[config.mk]
export PLATFORM = sky130hd
export DESIGN_NAME = port_uart_tx_flat
export DESIGN_NICKNAME = d
export VERILOG_FILES = /design/src/rtl/port_uart_tx_pkg.sv /design/src/rtl/port_uart_tx_if.sv /design/src/rtl/port_tx_fifo.sv /design/src/rtl/port_uart_tx.sv /design/src/flat_wrapper.sv
export SDC_FILE = /design/constraint.sdc
export NUM_CORES = 1
export LEC_CHECK = 0
export CORE_ASPECT_RATIO = 0.9
export CORE_MARGIN = 1
export CORE_UTILIZATION = 45
export CTS_BUF_LIST = sky130_fd_sc_hd__clkbuf_8
export DETAILED_ROUTE_END_ITERATION = 8
export GPL_TIMING_DRIVEN = 0
export PLACE_DENSITY = 0.76
export SYNTH_ARGS = -nofsm -noshare
export SYNTH_HDL_FRONTEND = slang
export SYNTH_HIERARCHICAL = 1
export SYNTH_SLANG_ARGS = --single-unit
[constraint.sdc]
create_clock -name clk -period 3.2 [get_ports clk]
set_input_delay 0.64 -clock clk [delete_from_list [all_inputs] [get_ports clk]]
set_output_delay 0.64 -clock clk [all_outputs]
set_load 0.05 [all_outputs]
[src/rtl/port_uart_tx_pkg.sv]
// Shared constants for the memory-mapped UART transmitter: FSM state codes,
// tx_ctrl / tx_status bit positions, the debug view type and the status packer.
package port_uart_tx_pkg;

   localparam logic [1:0] ST_IDLE  = 2'd0;
   localparam logic [1:0] ST_START = 2'd1;
   localparam logic [1:0] ST_DATA  = 2'd2;
   localparam logic [1:0] ST_STOP  = 2'd3;

   localparam int CTRL_TOGGLE = 0;
   localparam int CTRL_FLUSH  = 1;

   localparam int STAT_EMPTY   = 0;
   localparam int STAT_FULL    = 1;
   localparam int STAT_BUSY    = 2;
   localparam int STAT_OVF     = 3;
   localparam int STAT_CNT_LSB = 4;

   typedef struct packed {
      logic [1:0] state;
      logic [2:0] bit_idx;
   } tx_dbg_t;

   function automatic logic [7:0] pack_status(input logic [2:0] count,
                                              input logic       ovf,
                                              input logic       busy,
                                              input logic       full,
                                              input logic       empty);
      logic [7:0] s;
      s = '0;
      s[STAT_EMPTY] = empty;
      s[STAT_FULL]  = full;
      s[STAT_BUSY]  = busy;
      s[STAT_OVF]   = ovf;
      s[STAT_CNT_LSB +: 3] = count;
      return s;
   endfunction

endpackage

[src/rtl/port_uart_tx_if.sv]
// Port-side bundle of the UART transmitter: CPU output/input port wiring,
// the serial line and a debug view of the FSM.
interface port_uart_tx_if;

   // Enqueue protocol: the CPU writes tx_data first, then flips tx_ctrl[0];
   // every flip (either direction) is one push, sampled together with tx_data
   // on the same rising edge. There is no ready: software polls tx_status.
   logic [7:0]                  tx_data;
   logic [7:0]                  tx_ctrl;
   logic [7:0]                  tx_status;
   logic                        tx;
   port_uart_tx_pkg::tx_dbg_t   dbg;

   modport master (
      output tx_data,
      output tx_ctrl,
      input  tx_status,
      input  tx,
      input  dbg
   );

   modport slave (
      input  tx_data,
      input  tx_ctrl,
      output tx_status,
      output tx,
      output dbg
   );

endinterface

[src/rtl/port_tx_fifo.sv]
// Synchronous DEPTH x 8 byte FIFO with flush; a push into a full FIFO is
// accepted only when a pop happens on the same edge.
module port_tx_fifo #(
   parameter int DEPTH = 4
) (
   input  logic       clk,
   input  logic       reset,
   input  logic       push,
   input  logic       pop,
   input  logic       flush,
   input  logic [7:0] wdata,
   output logic [7:0] rdata,
   output logic [2:0] count,
   output logic       full,
   output logic       empty
);

   localparam int         AW      = $clog2(DEPTH);
   localparam logic [2:0] DEPTH_C = 3'(DEPTH);

   logic [7:0]    mem [DEPTH];
   logic [AW-1:0] wr_ptr;
   logic [AW-1:0] rd_ptr;
   logic [2:0]    cnt;
   logic          do_push;
   logic          do_pop;

   assign empty   = (cnt == 3'd0);
   assign full    = (cnt == DEPTH_C);
   assign do_pop  = pop && !empty;
   assign do_push = push && (!full || do_pop);

   // Flush wins over everything, including a push on the same edge.
   always_ff @(posedge clk or negedge reset) begin
      if (!reset) begin
         wr_ptr <= '0;
         rd_ptr <= '0;
         cnt    <= 3'd0;
      end else if (flush) begin
         wr_ptr <= '0;
         rd_ptr <= '0;
         cnt    <= 3'd0;
      end else begin
         if (do_push) wr_ptr <= wr_ptr + 1'b1;
         if (do_pop)  rd_ptr <= rd_ptr + 1'b1;
         cnt <= cnt + {2'b00, do_push} - {2'b00, do_pop};
      end
   end

   always_ff @(posedge clk) begin
      if (do_push && !flush) mem[wr_ptr] <= wdata;
   end

   assign rdata = mem[rd_ptr];
   assign count = cnt;

endmodule

[src/rtl/port_uart_tx.sv]
// 8N1 serial transmitter fed by CPU output ports: toggle-edge enqueue, byte
// FIFO, frame FSM with baud/bit counters, and a pollable status byte.
module port_uart_tx
   import port_uart_tx_pkg::*;
#(
   parameter int CLKS_PER_BIT = 16,
   parameter int DEPTH        = 4
) (
   input  logic            clk,
   input  logic            reset,
   port_uart_tx_if.slave   bus
);

   localparam int            BW        = $clog2(CLKS_PER_BIT);
   localparam logic [BW-1:0] BAUD_LAST = BW'(CLKS_PER_BIT - 1);

   logic [1:0]    state;
   logic [BW-1:0] baud;
   logic [2:0]    bit_idx;
   logic [7:0]    shifter;
   logic          tx_q;
   logic          tog_q;
   logic          overflow;

   logic          push_req;
   logic          flush;
   logic          pop;
   logic          baud_done;
   logic [7:0]    fifo_rdata;
   logic [2:0]    fifo_count;
   logic          fifo_full;
   logic          fifo_empty;
   logic          unused_ctrl;

   assign push_req    = bus.tx_ctrl[CTRL_TOGGLE] ^ tog_q;
   assign flush       = bus.tx_ctrl[CTRL_FLUSH];
   assign pop         = (state == ST_IDLE) && !fifo_empty && !flush;
   assign baud_done   = (baud == BAUD_LAST);
   assign unused_ctrl = &{1'b0, bus.tx_ctrl[7:2]};

   port_tx_fifo #(
      .DEPTH (DEPTH)
   ) u_fifo (
      .clk   (clk),
      .reset (reset),
      .push  (push_req),
      .pop   (pop),
      .flush (flush),
      .wdata (bus.tx_data),
      .rdata (fifo_rdata),
      .count (fifo_count),
      .full  (fifo_full),
      .empty (fifo_empty)
   );

   // Toggle history and sticky overflow; a push dropped by flush is not an overflow.
   always_ff @(posedge clk or negedge reset) begin
      if (!reset) begin
         tog_q    <= 1'b0;
         overflow <= 1'b0;
      end else begin
         tog_q <= bus.tx_ctrl[CTRL_TOGGLE];
         if (flush) begin
            overflow <= 1'b0;
         end else if (push_req && fifo_full && !pop) begin
            overflow <= 1'b1;
         end
      end
   end

   always_ff @(posedge clk or negedge reset) begin
      if (!reset) begin
         state   <= ST_IDLE;
         baud    <= '0;
         bit_idx <= 3'd0;
         shifter <= 8'h00;
         tx_q    <= 1'b1;
      end else begin
         case (state)
            ST_IDLE: begin
               tx_q <= 1'b1;
               if (pop) begin
                  shifter <= fifo_rdata;
                  tx_q    <= 1'b0;
                  baud    <= '0;
                  state   <= ST_START;
               end
            end
            ST_START: begin
               if (baud_done) begin
                  baud    <= '0;
                  bit_idx <= 3'd0;
                  tx_q    <= shifter[0];
                  state   <= ST_DATA;
               end else begin
                  baud <= baud + 1'b1;
               end
            end
            ST_DATA: begin
               if (baud_done) begin
                  baud <= '0;
                  if (bit_idx == 3'd7) begin
                     tx_q  <= 1'b1;
                     state <= ST_STOP;
                  end else begin
                     // Next bit is shifter[1] because the shift lands on this same edge.
                     shifter <= shifter >> 1;
                     tx_q    <= shifter[1];
                     bit_idx <= bit_idx + 3'd1;
                  end
               end else begin
                  baud <= baud + 1'b1;
               end
            end
            ST_STOP: begin
               if (baud_done) begin
                  baud  <= '0;
                  state <= ST_IDLE;
               end else begin
                  baud <= baud + 1'b1;
               end
            end
            default: begin
               state <= ST_IDLE;
               tx_q  <= 1'b1;
            end
         endcase
      end
   end

   assign bus.tx          = tx_q;
   assign bus.tx_status   = pack_status(fifo_count, overflow, (state != ST_IDLE),
                                        fifo_full, fifo_empty);
   assign bus.dbg.state   = state;
   assign bus.dbg.bit_idx = bit_idx;

endmodule

[src/flat_wrapper.sv]
// flat-port wrapper written by rule: the top's interface ports become plain ports
module port_uart_tx_flat import port_uart_tx_pkg::*;
#(
   parameter int CLKS_PER_BIT = 16,
   parameter int DEPTH        = 4
)
  (clk, reset, bus_tx_data, bus_tx_ctrl, bus_tx_status, bus_tx, bus_dbg);
  port_uart_tx_if bus_i ();
  input  logic clk;
  input  logic reset;
  input wire logic [$bits(bus_i.tx_data)-1:0] bus_tx_data;
  input wire logic [$bits(bus_i.tx_ctrl)-1:0] bus_tx_ctrl;
  output wire logic [$bits(bus_i.tx_status)-1:0] bus_tx_status;
  output wire logic [$bits(bus_i.tx)-1:0] bus_tx;
  output wire logic [$bits(bus_i.dbg)-1:0] bus_dbg;
  assign bus_i.tx_data = bus_tx_data;
  assign bus_i.tx_ctrl = bus_tx_ctrl;
  assign bus_tx_status = bus_i.tx_status;
  assign bus_tx = bus_i.tx;
  assign bus_dbg = bus_i.dbg;
  port_uart_tx #(.CLKS_PER_BIT(CLKS_PER_BIT), .DEPTH(DEPTH)) u_core (.clk(clk), .reset(reset), .bus(bus_i));
endmodule
Word-level counts from Yosys, hierarchy flattened
Memories as Yosys holds them, arrays and structs flattened.
Index checks and enable logic that the tools add are counted.
{ "totals": {"elab_cells": 87, "regBits": 27, "mem_count": 1, "ram_bits": 32} }
{ "op_classes": {"addsub": 6, "reduce_logical": 26, "bitwise": 1, "n_mux": 31, "eq_ne": 12} }
{ "memory_table": {"columns": ["name", "depth", "word_bits", "rd", "rd_clocked_by_memory_dff", "write_ports", "line_no", "rtl"], "rows": [
  ["u_core.u_fifo.mem", 4, 8, 1, 0, 1, "port_tx_fifo.sv:21", "logic [7:0] mem [DEPTH];"]
]} }
{ "ops": {"columns": ["op", "count"], "rows": [
  ["two-way mux 8 bit", 3],
  ["two-way mux 2 bit", 9],
  ["case mux 8 bit (2 select lines)", 1],
  ["two-way mux 3 bit", 4],
  ["nonzero test 2 bit", 6],
  ["inequality test 2 x 1 -> 1 bit, second input constant", 5],
  ["two-way mux 1 bit", 8],
  ["two-way mux 4 bit", 2],
  ["case mux 2 bit (4 select lines)", 1],
  ["case mux 4 bit (2 select lines)", 1],
  ["AND reduction 4 bit", 2],
  ["logical AND 1 bit", 7],
  ["== test 3 bit, second input constant", 2],
  ["case mux 3 bit (2 select lines)", 1],
  ["AND reduction 5 bit", 1],
  ["adder 2 x 1 -> 2 bit, second input constant", 2],
  ["adder 4 x 1 -> 4 bit, second input constant", 1],
  ["== test 2 bit, second input constant", 2],
  ["== test 4 bit, second input constant", 1],
  ["logical NOT 1 bit", 4],
  ["adder 3 x 1 -> 3 bit", 1],
  ["adder 3 x 1 -> 3 bit, second input constant", 1],
  ["logical NOT 3 bit", 1],
  ["case mux 1 bit (3 select lines)", 1],
  ["other kinds (9)", 9]
]} }

Longest topological paths before layout
Gate-level depths: netlist (run 1).
{ "logic_depth": {"depth_word": 10, "mapped_depth": 12, "ltp_nobuf": 12} }

Modules after synthesis
Netlist (run 1), hierarchy kept.
{ "modules_own_cells": {"columns": ["mod", "cells_each", "instances", "area_per_inst_um2"], "rows": [
  ["port_tx_fifo", 87, 1, 1634.1],
  ["port_uart_tx", 103, 1, 1163.6]
]} }

Worst setup path before layout (run 1)
OpenSTA, ideal clock, no wires.
{ "synth_timing": {"path_type": "reg-to-reg", "start": "register u_core.state[0]", "end": "register u_core.u_fifo.cnt[2], in the netlist u_core/u_fifo/count[2]", "path_slack_ps": 354, "arrival_time_ps": 2715, "path_stages_with_launch": 13, "required_ps": 3069, "setup_time_ps": 131, "synth_period_minus_slack_ps": 2846, "path_cell_list": "dfrtp_1 inv_1 ha_1 or3b_4 inv_1 o31ai_2 nor2_1 a21o_1 ha_1 inv_1 fa_1 xnor2_1 nor2_1"} }
{ "synth_between": {"elab_chain_len": 9} }
{ "synth_lines": {"columns": ["element", "line_no", "rtl"], "rows": [
  ["from (decl)", "port_uart_tx.sv:17", "logic [1:0] state;"],
  ["from (signal assigned)", "port_uart_tx.sv:73", "state <= ST_IDLE;"],
  ["from (signal assigned)", "port_uart_tx.sv:86", "state <= ST_START;"],
  ["from (signal assigned)", "port_uart_tx.sv:94", "state <= ST_DATA;"],
  ["logical NOT 2 bit (*)", "port_uart_tx.sv:37", "assign pop = (state == ST_IDLE) && !fifo_empty && !flush;"],
  ["logical AND 1 bit (*) (2 in series)", "port_uart_tx.sv:37", null],
  ["named net u_core.pop", "port_uart_tx.sv:27", "logic pop;"],
  ["logical AND 1 bit (*)", "port_tx_fifo.sv:30", "assign do_pop = pop && !empty;"],
  ["logical OR 1 bit", "port_tx_fifo.sv:31", "assign do_push = push && (!full || do_pop);"],
  ["logical AND 1 bit", "port_tx_fifo.sv:31", null],
  ["adder 3 x 1 -> 3 bit", "port_tx_fifo.sv:46", "cnt <= cnt + {2'b00, do_push} - {2'b00, do_pop};"],
  ["subtractor 3 x 1 -> 3 bit (*)", "port_tx_fifo.sv:46", null],
  ["two-way mux 3 bit (*)", "port_tx_fifo.sv:39", "end else if (flush) begin"],
  ["to (signal assigned)", "port_tx_fifo.sv:46", null],
  ["to (decl)", "port_tx_fifo.sv:24", "logic [2:0] cnt;"]
]} }
The timed path passes the listed nets; every way through them passes the cells marked *.
A chain may end at the register's enable or synchronous reset.

Final worst setup path (run 1)
{ "layout_timing": {"start": "register u_core.u_fifo.cnt[1], in the netlist u_core/u_fifo/count[1]", "end": "output port bus_tx_status[0]"} }
{ "layout_between": {"elab_chain_len": 1} }
{ "layout_lines": {"columns": ["element", "line_no", "rtl"], "rows": [
  ["logical NOT 3 bit", "port_tx_fifo.sv:28", "assign empty = (cnt == 3'd0);"],
  ["to (decl)", "flat_wrapper.sv:13", "output wire logic [$bits(bus_i.tx_status)-1:0] bus_tx_status;"]
]} }
Every way passes these cells.

==> results of run 1 <==
cells by family after synthesis:
| logic type | Yosys count |
|---|---|
| buf+inv | 19 |
| other cells | 1 |
| xor+xnor | 5 |
| compound gates | 27 |
| fa+ha+maj | 14 |
| flops | 59 |
| mux | 27 |
| simple gates | 38 |
layout make-up:
class,instances,area share
plain buffers,10,0.0165
clock buffers,9,0.0371
clock inverters,7,0.0277
inverters,9,0.0101
multi-input cells,112,0.321
flip-flops and latches,59,0.491
well taps,70,0.0262
repair buffers,24,0.0705
cell usage in the layout, fill, tap and decap left out, types with 3 or more instances in the layout:
cell | netlist | final
and2_1 | 4 | 4
buf_2 | 2 | 3
buf_4 | 4 | 4
clkbuf_8 | 0 | 9
clkdlybuf4s50_1 | 0 | 23
dfrtp_1 | 26 | 26
edfxtp_1 | 32 | 32
ha_1 | 13 | 13
inv_1 | 9 | 9
mux2_2 | 17 | 17
mux4_2 | 8 | 8
nand2_1 | 5 | 5
nand2b_1 | 4 | 4
nor2_1 | 9 | 9
o21ai_0 | 6 | 6
xor2_1 | 4 | 4
where the power goes:
part	internal [mW]	leakage [nW]	switching, mW
combinational	0.155	0.592	0.217
sequential	0.857	0.643	0.0493
clock	0.435	0.103	0.289
worst reg2reg max path: cells and delay by family, from the launching register on:
family | cells | cell delay [ns]
xor gates and xnor gates | 1 | 0.16
AOI/OAI and AO/OA | 1 | 0.15
and+or+nand+nor | 4 | 0.80
DFF | 1 | 0.41
adders and majority gates | 3 | 0.82
buffers and inverters | 3 | 0.37
metrics by stage:
step	power [mW]	worst slack (ns)	hold slack, ns
finish	2.00	0.371	0.313
global route	2.09	0.149	0.352
CTS	2.02	0.331	0.509
detailed placement	1.30	0.120	0.491
global placement	1.28	0.148	0.484
floorplan	1.17	0.354	0.344
flip-flops by register name, indices dropped and copies added, names as in the netlist:
| signal | count |
|---|---|
| u_core/overflow | 1 |
| u_core/u_fifo/mem | 32 |
| u_core/state | 2 |
| u_core/shifter | 8 |
| u_core/tog_q | 1 |
| u_core/u_fifo/wr_ptr | 2 |
| u_core/baud | 4 |
| u_core/u_fifo/rd_ptr | 2 |
| u_core/bus.tx | 1 |
| u_core/bit_idx | 3 |
| u_core/u_fifo/count | 3 |
path summary, 6_finish.rpt:
check | startpoint | to | slack [ns]
worst max-delay path | u_core/u_fifo/count[1] | bus_tx_status[0] | 0.37
worst min-delay path | reset | u_core/shifter[7] | 0.31
worst max register to register | u_core/state[0] | u_core/u_fifo/count[2] | 0.38
worst min register to register | u_core/shifter[0] | u_core/shifter[0] | 0.51
max in group asynchronous | reset | u_core/state[1] | 2.48
min in group clk | u_core/shifter[0] | u_core/shifter[0] | 0.51
Yosys cell counts (2+ instances only):
master / instances / share of area
inv_1: 9 / 0.012
mux2_2: 17 / 0.068
mux4_2: 8 / 0.064
nor3_1: 2 / 0.0036
nor2_1: 9 / 0.012
a21o_1: 2 / 0.0054
nand3_1: 2 / 0.0036
a22oi_1: 2 / 0.0054
nand2b_1: 4 / 0.0089
nor2b_1: 2 / 0.0045
o21ai_0: 6 / 0.011
buf_1: 2 / 0.0027
a21oi_1: 2 / 0.0036
nand4b_1: 2 / 0.0063
a21boi_0: 2 / 0.0054
buf_2: 2 / 0.0036
ha_1: 13 / 0.058
edfxtp_1: 32 / 0.34
buf_4: 4 / 0.011
nor3b_1: 2 / 0.0054
clkbuf_1: 2 / 0.0027
dfrtp_1: 26 / 0.23
nand2_1: 5 / 0.0067
and2_1: 4 / 0.0089
xor2_1: 4 / 0.013
routing by layer:
| metal | GRT usage | vias up | share of wire |
|---|---|---|---|
| met5 | 0 | - | 0 |
| met2 | 0.266 | 38 | 0.50 |
| met4 | 0.0610 | 0 | 0.013 |
| li1 | - | 773 | - |
| met3 | 0.0614 | 7 | 0.046 |
| met1 | 0.203 | 789 | 0.44 |
==> run metrics, run 1 <==
status=finished clean; multiplexer share of the synthesized area=0.142; Mapped Cells=190; GRT overflow=0; Ys Warns=6; # rows=26; maximum number of pins on one net before global-route repair=28; Syn Nets=222; CP Cell Sequence=nor3_1 > buf_4 > clkdlybuf4s50_1; DP Area=3130 um^2; antenna violations before repair=0; # setup viols final=0; CP arrival=2.19 ns; clock sink count=59; CP Capture Type=output pin; Top FF cell, synth=edfxtp_1; vias=1607; first-pass GRT wire length=8090 um; Critical-path top delay cell=clkdlybuf4s50_1; R2R depth=12; RSZ-0062 raised after global routing=no; fill count=442; FF/Latch Area=1640 um^2; Post-Route Skew=0.00611 ns; Post-synth EDFFs=32; period utilisation layout=0.884; library cells used by synthesis=50; post-synthesis cell area=2800 um^2; power per cell area=600 nW/um^2; Buf/Inv on CP=2; min Tclk post-route=2.83 ns; Mapped Avg Cell Area=14.7 um^2; total track usage=0.165; DR pass1 iterations=4; vias in the first global route=1656; design area=3340 um^2; Reg clk slew, reported paths=0.07 ns; simple-gate share of the synthesized area=0.0841; largest family of logic cells by synthesized area=multiplexers; Yosys reg bits=59; Die Y=76.8 um; drt first-iter violations=66; adder and majority gate portion of the synthesized area=0.0653; Initial Utilization=0.480; Num CTS Buffers=9; Hold Buf Count CTS=0; post-CTS setup buffer count=0; WS Path Type=reg2out; IO buf count=24; drt total wl=4720 um; Top delay family on crit path=buffers and inverters; CP Max Fanout=8; xor/xnor share of the synthesized area=0.0157; Via density=5.36; Fin. Hold Viols=0; DP Wirelength=3210 um; diodes inserted=0; Worst-Margin Slew=0.622 ns; fin. max-slew vios=0; CTS tree=yes; CTS H-tree depth=3; Core Box Area=5820 um^2; setup TNS=0 ns; slowest stage delay, CP=0.79 ns; # nets final=257; routability cong.=0.760; Max-Cap Viols=0; Die X=85.1 um; multi-input logic area=1070 um^2; # IOs=32; Post-synth ARST share=0.458; drc violations=0; leakage=1.34 nW; CP Depth=3; Routed Antenna Nets=0; Core Util, Final=0.573; HP Class=in2async; root cell of the clock tree=clkbuf_8; routed len/inst=15.7 um; Clock Latency Late Sink=0.33 ns; area grow syn2layout=19.3%; type of origin of the critical path=register; max_slew headroom=0.585; Post-CTS Resized=0; DP Cell Count=284; Seq/Total Area, Yosys=0.585; Worst Path Required=2.56 ns; CTS Buffer Depth=2; die area=6540 um^2; share of post-route cells with drive strength above 1=0.239; peak supply drop=0.307 mV; Post-Layout Cell Count=300; f_max=353 MHz; Compound-Gate Fraction of Synth Area=0.0747
Power figures use the tool's default switching activity.
==> run 2: changes to the inputs <==
--- a/config.mk
+++ b/config.mk
@@ -6,4 +6,5 @@
 export NUM_CORES = 1
 export LEC_CHECK = 0
+export ABC_AREA = 1
 export CORE_ASPECT_RATIO = 0.9
 export CORE_MARGIN = 1
==> constraint.sdc (replaced) <==
create_clock -name clk -period 3.2 [get_ports clk]
set_input_delay 0.32 -clock clk [delete_from_list [all_inputs] [get_ports clk]]
set_output_delay 0.32 -clock clk [all_outputs]
set_load 0.05 [all_outputs]
==> run 2 against run 1 <==
The run now ends with negative hold slack left. First-iteration DRC count grew 42%. Setup slack improved by 0.13 ns. Area after synthesis increased by 3.8%. Maximum frequency rose by 4.8%. Worst hold slack lost 0.33 ns. Register-to-register slack improved by 0.12 ns. Wire length increased by 16%. Global-route usage grew 1.6 points. Via count up 28%. Sequential share of layout area down 1.8 points. Clock power increased by 2%. Combinational power increased to 3.7 times the previous value. Largest power group is now combinational cells.
==> run metrics, run 2 <==
Hold Buf Count CTS=0 (unchanged); Worst-Margin Slew=0.775 ns (+0.153 ns); failing checks=negative hold slack; # rows=27 (+3.8%); met2 wire len=2700 um (+15%); Max-Cap Viols=0 (unchanged); Post-Layout Cell Count=418 (+39%); CP Capture Type=register; Routed Antenna Nets=0 (unchanged); Post-synth EDFFs=32 (unchanged); Core Util, Final=0.561 (-0.0124); Via density=4.93 (-8.0%); Clock Latency Late Sink=0.34 ns (about the same); Hold WS=-0.0180 ns (-0.331 ns); Reg clk slew, reported paths=0.07 ns (about the same); min Tclk post-route=2.70 ns (-0.129 ns); library cells used by synthesis=34 (-32%); Num CTS Buffers=9 (unchanged); setup TNS=0 ns (unchanged); CTS Buffer Depth=2 (unchanged); min setup slack post-route=0.500 ns (+0.129 ns); CTS tree=yes; drc violations=0 (unchanged); drt first-iter violations=94 (+42%); Top Layer Used=met4; power per cell area=920 nW/um^2 (+53%); # setup viols final=0 (unchanged); CP arrival=2.67 ns (+0.48 ns); met3 wire len=235 um (+8.3%); Post-Route Skew=0.0110 ns (+0.00487 ns); IO buf count=24 (unchanged); Worst Path Required=3.17 ns (+0.61 ns); CTS H-tree depth=3 (unchanged); f_max=370 MHz (+4.8%); Post-synth ARST share=0.458 (unchanged); Die X=86.7 um (+1.9%); peak supply drop=0.416 mV (+36%); dpl ws=0.467 ns (+0.347 ns); CP Max Fanout=8 (unchanged); Yosys reg bits=59 (unchanged); first-pass GRT wire length=9210 um (+14%); Yosys top cell area share=0.331 (-0.0127); vias in the first global route=2015 (+22%); leakage=1.50 nW (+12%); routability cong.=0.802 (+5.4%); commonest cells after routing, fill and taps aside=nand2_1 (68), edfxtp_1 (32), nor2_1 (30), dfrtp_1 (26); max reg flops=32 (unchanged); RSZ-0062 raised after global routing=no; fin. max-slew vios=0 (unchanged); largest cells by area after synthesis=edfxtp_1 (33%), dfrtp_1 (22%), nand2_1 (8.8%); status=finished, violations left; GRT overflow=0 (unchanged); period utilisation layout=0.844 (-0.0402); clock sink count=59 (unchanged); root cell of the clock tree=clkbuf_8; diodes inserted=0 (unchanged); WS Path Type=reg2reg; antenna violations before repair=0 (unchanged); post-synthesis cell area=2910 um^2 (+3.8%); Top FF cell, synth=edfxtp_1; Fin. Hold Viols=26 (+26); most frequent cells after synthesis=nand2_1 (68), edfxtp_1 (32), nor2_1 (30); Seq/Total Area, Yosys=0.564 (-0.0217); die area=6780 um^2 (+3.7%); DR pass1 iterations=4 (unchanged); area grow syn2layout=19.3% (about the same); Core Box Area=6180 um^2 (+6.2%); routed len/inst=13.0 um (-17%); Mapped Cells=291 (+53%); leading area contributor after synthesis=edfxtp_1; drt total wl=5450 um (+16%); DP Cell Count=402 (+42%); post-CTS setup buffer count=0 (unchanged); Die Y=78.2 um (+1.9%); DP Area=3250 um^2 (+4.1%); Reg with most FFs=u_core/u_fifo/mem; cell with the most instances after synthesis=nand2_1; Post-CTS Resized=0 (unchanged); Largest regs=u_core/u_fifo/mem (32), u_core/shifter (8), u_core/baud (4); Initial Utilization=0.470 (-0.0105); share of post-route cells with drive strength above 1=0.145 (-0.0941); DP Wirelength=3810 um (+18%); total track usage=0.181 (+0.0159); max_slew headroom=0.481 (-0.104); # nets final=358 (+39%); HP Class=in2async; type of origin of the critical path=register; Syn Nets=323 (+45%); # IOs=32 (unchanged); Mapped Avg Cell Area=9.98 um^2 (-32%); commonest non-fill, non-tap cell in the layout=nand2_1; Ys Warns=6 (unchanged); maximum number of pins on one net before global-route repair=28 (unchanged); vias=2059 (+28%); design area=3470 um^2 (+3.9%); Metal-1 WL=2460 um (+18%); Power Total=3.19 mW (+59%)
==> run 2: critical path, cell delays in order (launching register included) <==
cell,delay (ns)
dfrtp_1,0.44
inv_1,0.13
ha_1,0.30
inv_2,0.10
nor3_2,0.40
inv_2,0.06
nand3_2,0.14
nand3_2,0.11
nor2_1,0.63
==> run 2: worst paths after layout <==
check | startpoint | end | slack, ns | depth (start not counted)
max in group asynchronous | reset | u_core/bit_idx[1] | 2.82 | 1
min in group clk | bus_tx_ctrl[0] | u_core/tog_q | 0.46 | 1
setup / recovery | u_core/state[0] | u_core/u_fifo/mem[0][7] | 0.50 | 8
hold / removal | reset | u_core/u_fifo/rd_ptr[0] | -0.02 | 1
hold reg to reg | u_core/shifter[7] | u_core/shifter[7] | 0.48 | 2
setup reg to reg | u_core/state[0] | u_core/u_fifo/mem[0][7] | 0.50 | 8
==> run 2: cell type report <==
| cell class | count | area (um^2) |
|---|---|---|
| clock buffer | 9 | 124 |
| tap | 87 | 109 |
| inverter | 30 | 113 |
| fill | 544 | 2720 |
| timing repair buffer | 24 | 235 |
| buffer | 10 | 82.6 |
| multi-input combinational | 192 | 1070 |
| clock inverter | 7 | 92.6 |
| sequential | 59 | 1640 |
==> run 2: cells by family after synthesis <==
logic type,share of synthesized area
AOI/OAI and AO/OA,0.0676
xor gates and xnor gates,0.0121
adders and majority gates,0.0629
buffers and inverters,0.0672
DFF,0.564
other,0.00129
and+or+nand+nor,0.225
==> run 2: where the power goes <==
part           internal, mW  leakage (nW)  switching (mW)
clock                 0.435         0.104           0.300
sequential            0.967         0.638           0.124
combinational         0.479         0.759           0.883
total                  1.88          1.50            1.31
==> run 2: metal layers <==
layer	vias to the layer above	GRT usage
met1	971	0.220
met5	-	0
met2	39	0.300
met4	0	0.0600
li1	1040	-
met3	9	0.0641
==> run 3: changes to the inputs <==
Clock period 3.2 ns to 2.6 ns, I/O delays scaled along.
==> run 3 against run 2 <==
The flow now finishes without violations. Largest cell class unchanged. Global-route usage about the same. Wire length up 2.4%. Sequential share of layout area down 0.064 points. Final area up 0.29%. Register-to-register slack worse by 0.34 ns. Die area unchanged. Clock-buffer cell count unchanged.
==> run metrics, run 3 (synthesized netlist as in run 2, its figures left out) <==
first-pass GRT wire length=9180 um (-0.30%); share of post-route cells with drive strength above 1=0.164 (+0.0192); NetSw=1.64 mW (+25%); RR Endpoint=u_core/u_fifo/mem[3][5]; IO buf count=24 (unchanged); vias=2127 (+3.3%); Net Sw Frac=0.430 (+0.0206); vias in the first global route=2087 (+3.6%); antenna violations before repair=0 (unchanged); # rows=27 (unchanged); HP Class=in2reg; Core Util, Final=0.562 (+0.00162); worst hold path startpoint=bus_tx_ctrl[0]; max reg flops=32 (unchanged); DR pass1 iterations=4 (unchanged); CP Depth=8 (unchanged); Reg power frac=0.353 (+0.011); Clock Latency Late Sink=0.34 ns (about the same); period utilisation layout=0.938 (+0.0936); design area=3480 um^2 (+0.29%); Die X=86.7 um (unchanged); DP Cell Count=402 (unchanged); Largest regs=u_core/u_fifo/mem (32), u_core/shifter (8), u_core/baud (4); commonest non-fill, non-tap cell in the layout=nand2_1; Reg2Reg Setup Slack=0.16 ns (-0.34 ns); maximum number of pins on one net before global-route repair=28 (unchanged); min Tclk post-route=2.44 ns (-0.263 ns); Post-Route Skew=0.00775 ns (-0.00324 ns); Worst-Margin Slew=0.792 ns (+0.0163 ns); routed len/inst=13.2 um (+1.4%); Critical-path top delay cell=nor2_1; Hold WS=0.415 ns (+0.433 ns); max_slew headroom=0.470 (-0.0109); CP Cell Sequence=inv_1 > ha_4 > inv_2 > nor3_4 > inv_2 > nand3_2 > nand3_2 > nor2_1; power per cell area=1090 nW/um^2 (+19%); drc violations=0 (unchanged); Routed Antenna Nets=0 (unchanged); # setup viols final=0 (unchanged); CP Capture Type=register; setup TNS=0 ns (unchanged); root cell of the clock tree=clkbuf_8; CTS Buffer Depth=2 (unchanged); clock sink count=59 (unchanged); drt first-iter violations=117 (+24%); DP Wirelength=3740 um (-1.7%); status=finished clean; CTS tree=yes; Fin. Hold Viols=0 (-100%); f_max=410 MHz (+11%); die area=6780 um^2 (unchanged); R2R depth=8 (unchanged); diodes inserted=0 (unchanged); # nets final=362 (+1.1%); slowest stage delay, CP=0.64 ns (about the same); total track usage=0.182 (+0.000457); Core Box Area=6180 um^2 (unchanged); Max-Cap Viols=0 (unchanged); Reg with most FFs=u_core/u_fifo/mem; Critical Path End=u_core/u_fifo/mem[3][5]; WS Path Type=reg2reg; drt total wl=5580 um (+2.4%); DP Area=3260 um^2 (+0.27%); Via density=5.04 (+2.3%); crit path launch=u_core/state[0]; GRT overflow=0 (unchanged); Die Y=78.2 um (unchanged); Post-Layout Cell Count=422 (+0.96%); power share of the combinational group=0.461 (+0.034); CP Max Fanout=8 (unchanged); clock power share=0.186 (-0.045); r2r startpoint=u_core/state[0]; fin. max-slew vios=0 (unchanged); Internal=2.17 mW (+15%); Buf/Inv on CP=3 (unchanged); Initial Utilization=0.470 (unchanged); area grow syn2layout=19.6%; peak supply drop=0.457 mV (+9.9%); type of origin of the critical path=register; Top delay family on crit path=simple AND/OR/NAND/NOR gates; Worst Path Required=2.57 ns (-0.60 ns); routability cong.=0.789 (-1.6%); commonest cells after routing, fill and taps aside=nand2_1 (68), edfxtp_1 (32), nor2_1 (29), inv_1 (24), dfrtp_1 (24); # IOs=32 (unchanged); Num CTS Buffers=9 (unchanged); CP arrival=2.40 ns (-0.27 ns); RSZ-0062 raised after global routing=no; CTS H-tree depth=3 (unchanged); Reg clk slew, reported paths=0.07 ns (about the same); leakage=1.49 nW (-0.46%)
run 3: cell count changes in the layout (fill, tap and decap cells not counted), sizes merged:
cell / change
buf: +3
bufinv: -2
clkinv: -2
clkinvlp: +3
dlygate4sd3: +1
inv: +1
run 3: cell type report:
type / instances / area (um^2)
Inverter: 30 / 113
Clock inverter: 7 / 46.3
Multi-Input combinational cell: 192 / 1090
Clock buffer: 9 / 124
Fill cell: 534 / 2710
Sequential cell: 59 / 1640
Buffer: 10 / 82.6
Timing Repair Buffer: 28 / 268
Tap cell: 87 / 109
run 3: layer usage:
metal  up-vias  global-route usage  part of all wire
met3         7              0.0494             0.038
met2        46               0.299              0.52
met1      1018               0.213              0.43
li1       1056                   -                 -
met5         -                   0                 0
met4         0               0.107             0.010
run 3: power by group through the flow:
stage	combinational, mW	sequential, mW	clock [mW]
floorplan	1.11	1.50	0
global placement	1.65	1.35	0
detailed placement	1.69	1.36	0
CTS	1.70	1.34	0.732
global route	1.96	1.37	0.762
finish	1.75	1.34	0.707
run 3: worst min path at each step:
stage               depth (start not counted)  slack [ns]                end
floorplan                                   0       -0.04     u_core/baud[0]
finish                                      1        0.41       u_core/tog_q
detailed placement                          2        0.47  u_core/shifter[3]
CTS                                         1        0.39       u_core/tog_q
global placement                            2        0.46  u_core/shifter[4]
global route                                1        0.40       u_core/tog_q
run 3: what timing repair did:
| action | in CTS | in global routing |
|---|---|---|
| resized for setup | 0 | 3 |
| buffers inserted | 0 | 3 |
| hold buffers | 0 | 1 |
| setup endpoints to repair | 0 | 34 |
| hold endpoints to repair | 0 | 26 |
run 3: worst reg2reg max path: cells and delay by family, from the launching register on:
kind          cells  cell delay [ns]
simple gates      4             1.12
buf+inv           3             0.30
flops             1             0.44
fa+ha+maj         1             0.21
run 3: through the flow:
| step | power [mW] | setup WS, ns |
|---|---|---|
| global placement | 3.00 | 0.0572 |
| detailed placement | 3.05 | 0.0176 |
| global route | 4.09 | 0.00352 |
| CTS | 3.77 | 0.00464 |
| finish | 3.80 | 0.162 |
| floorplan | 2.62 | 0.0884 |
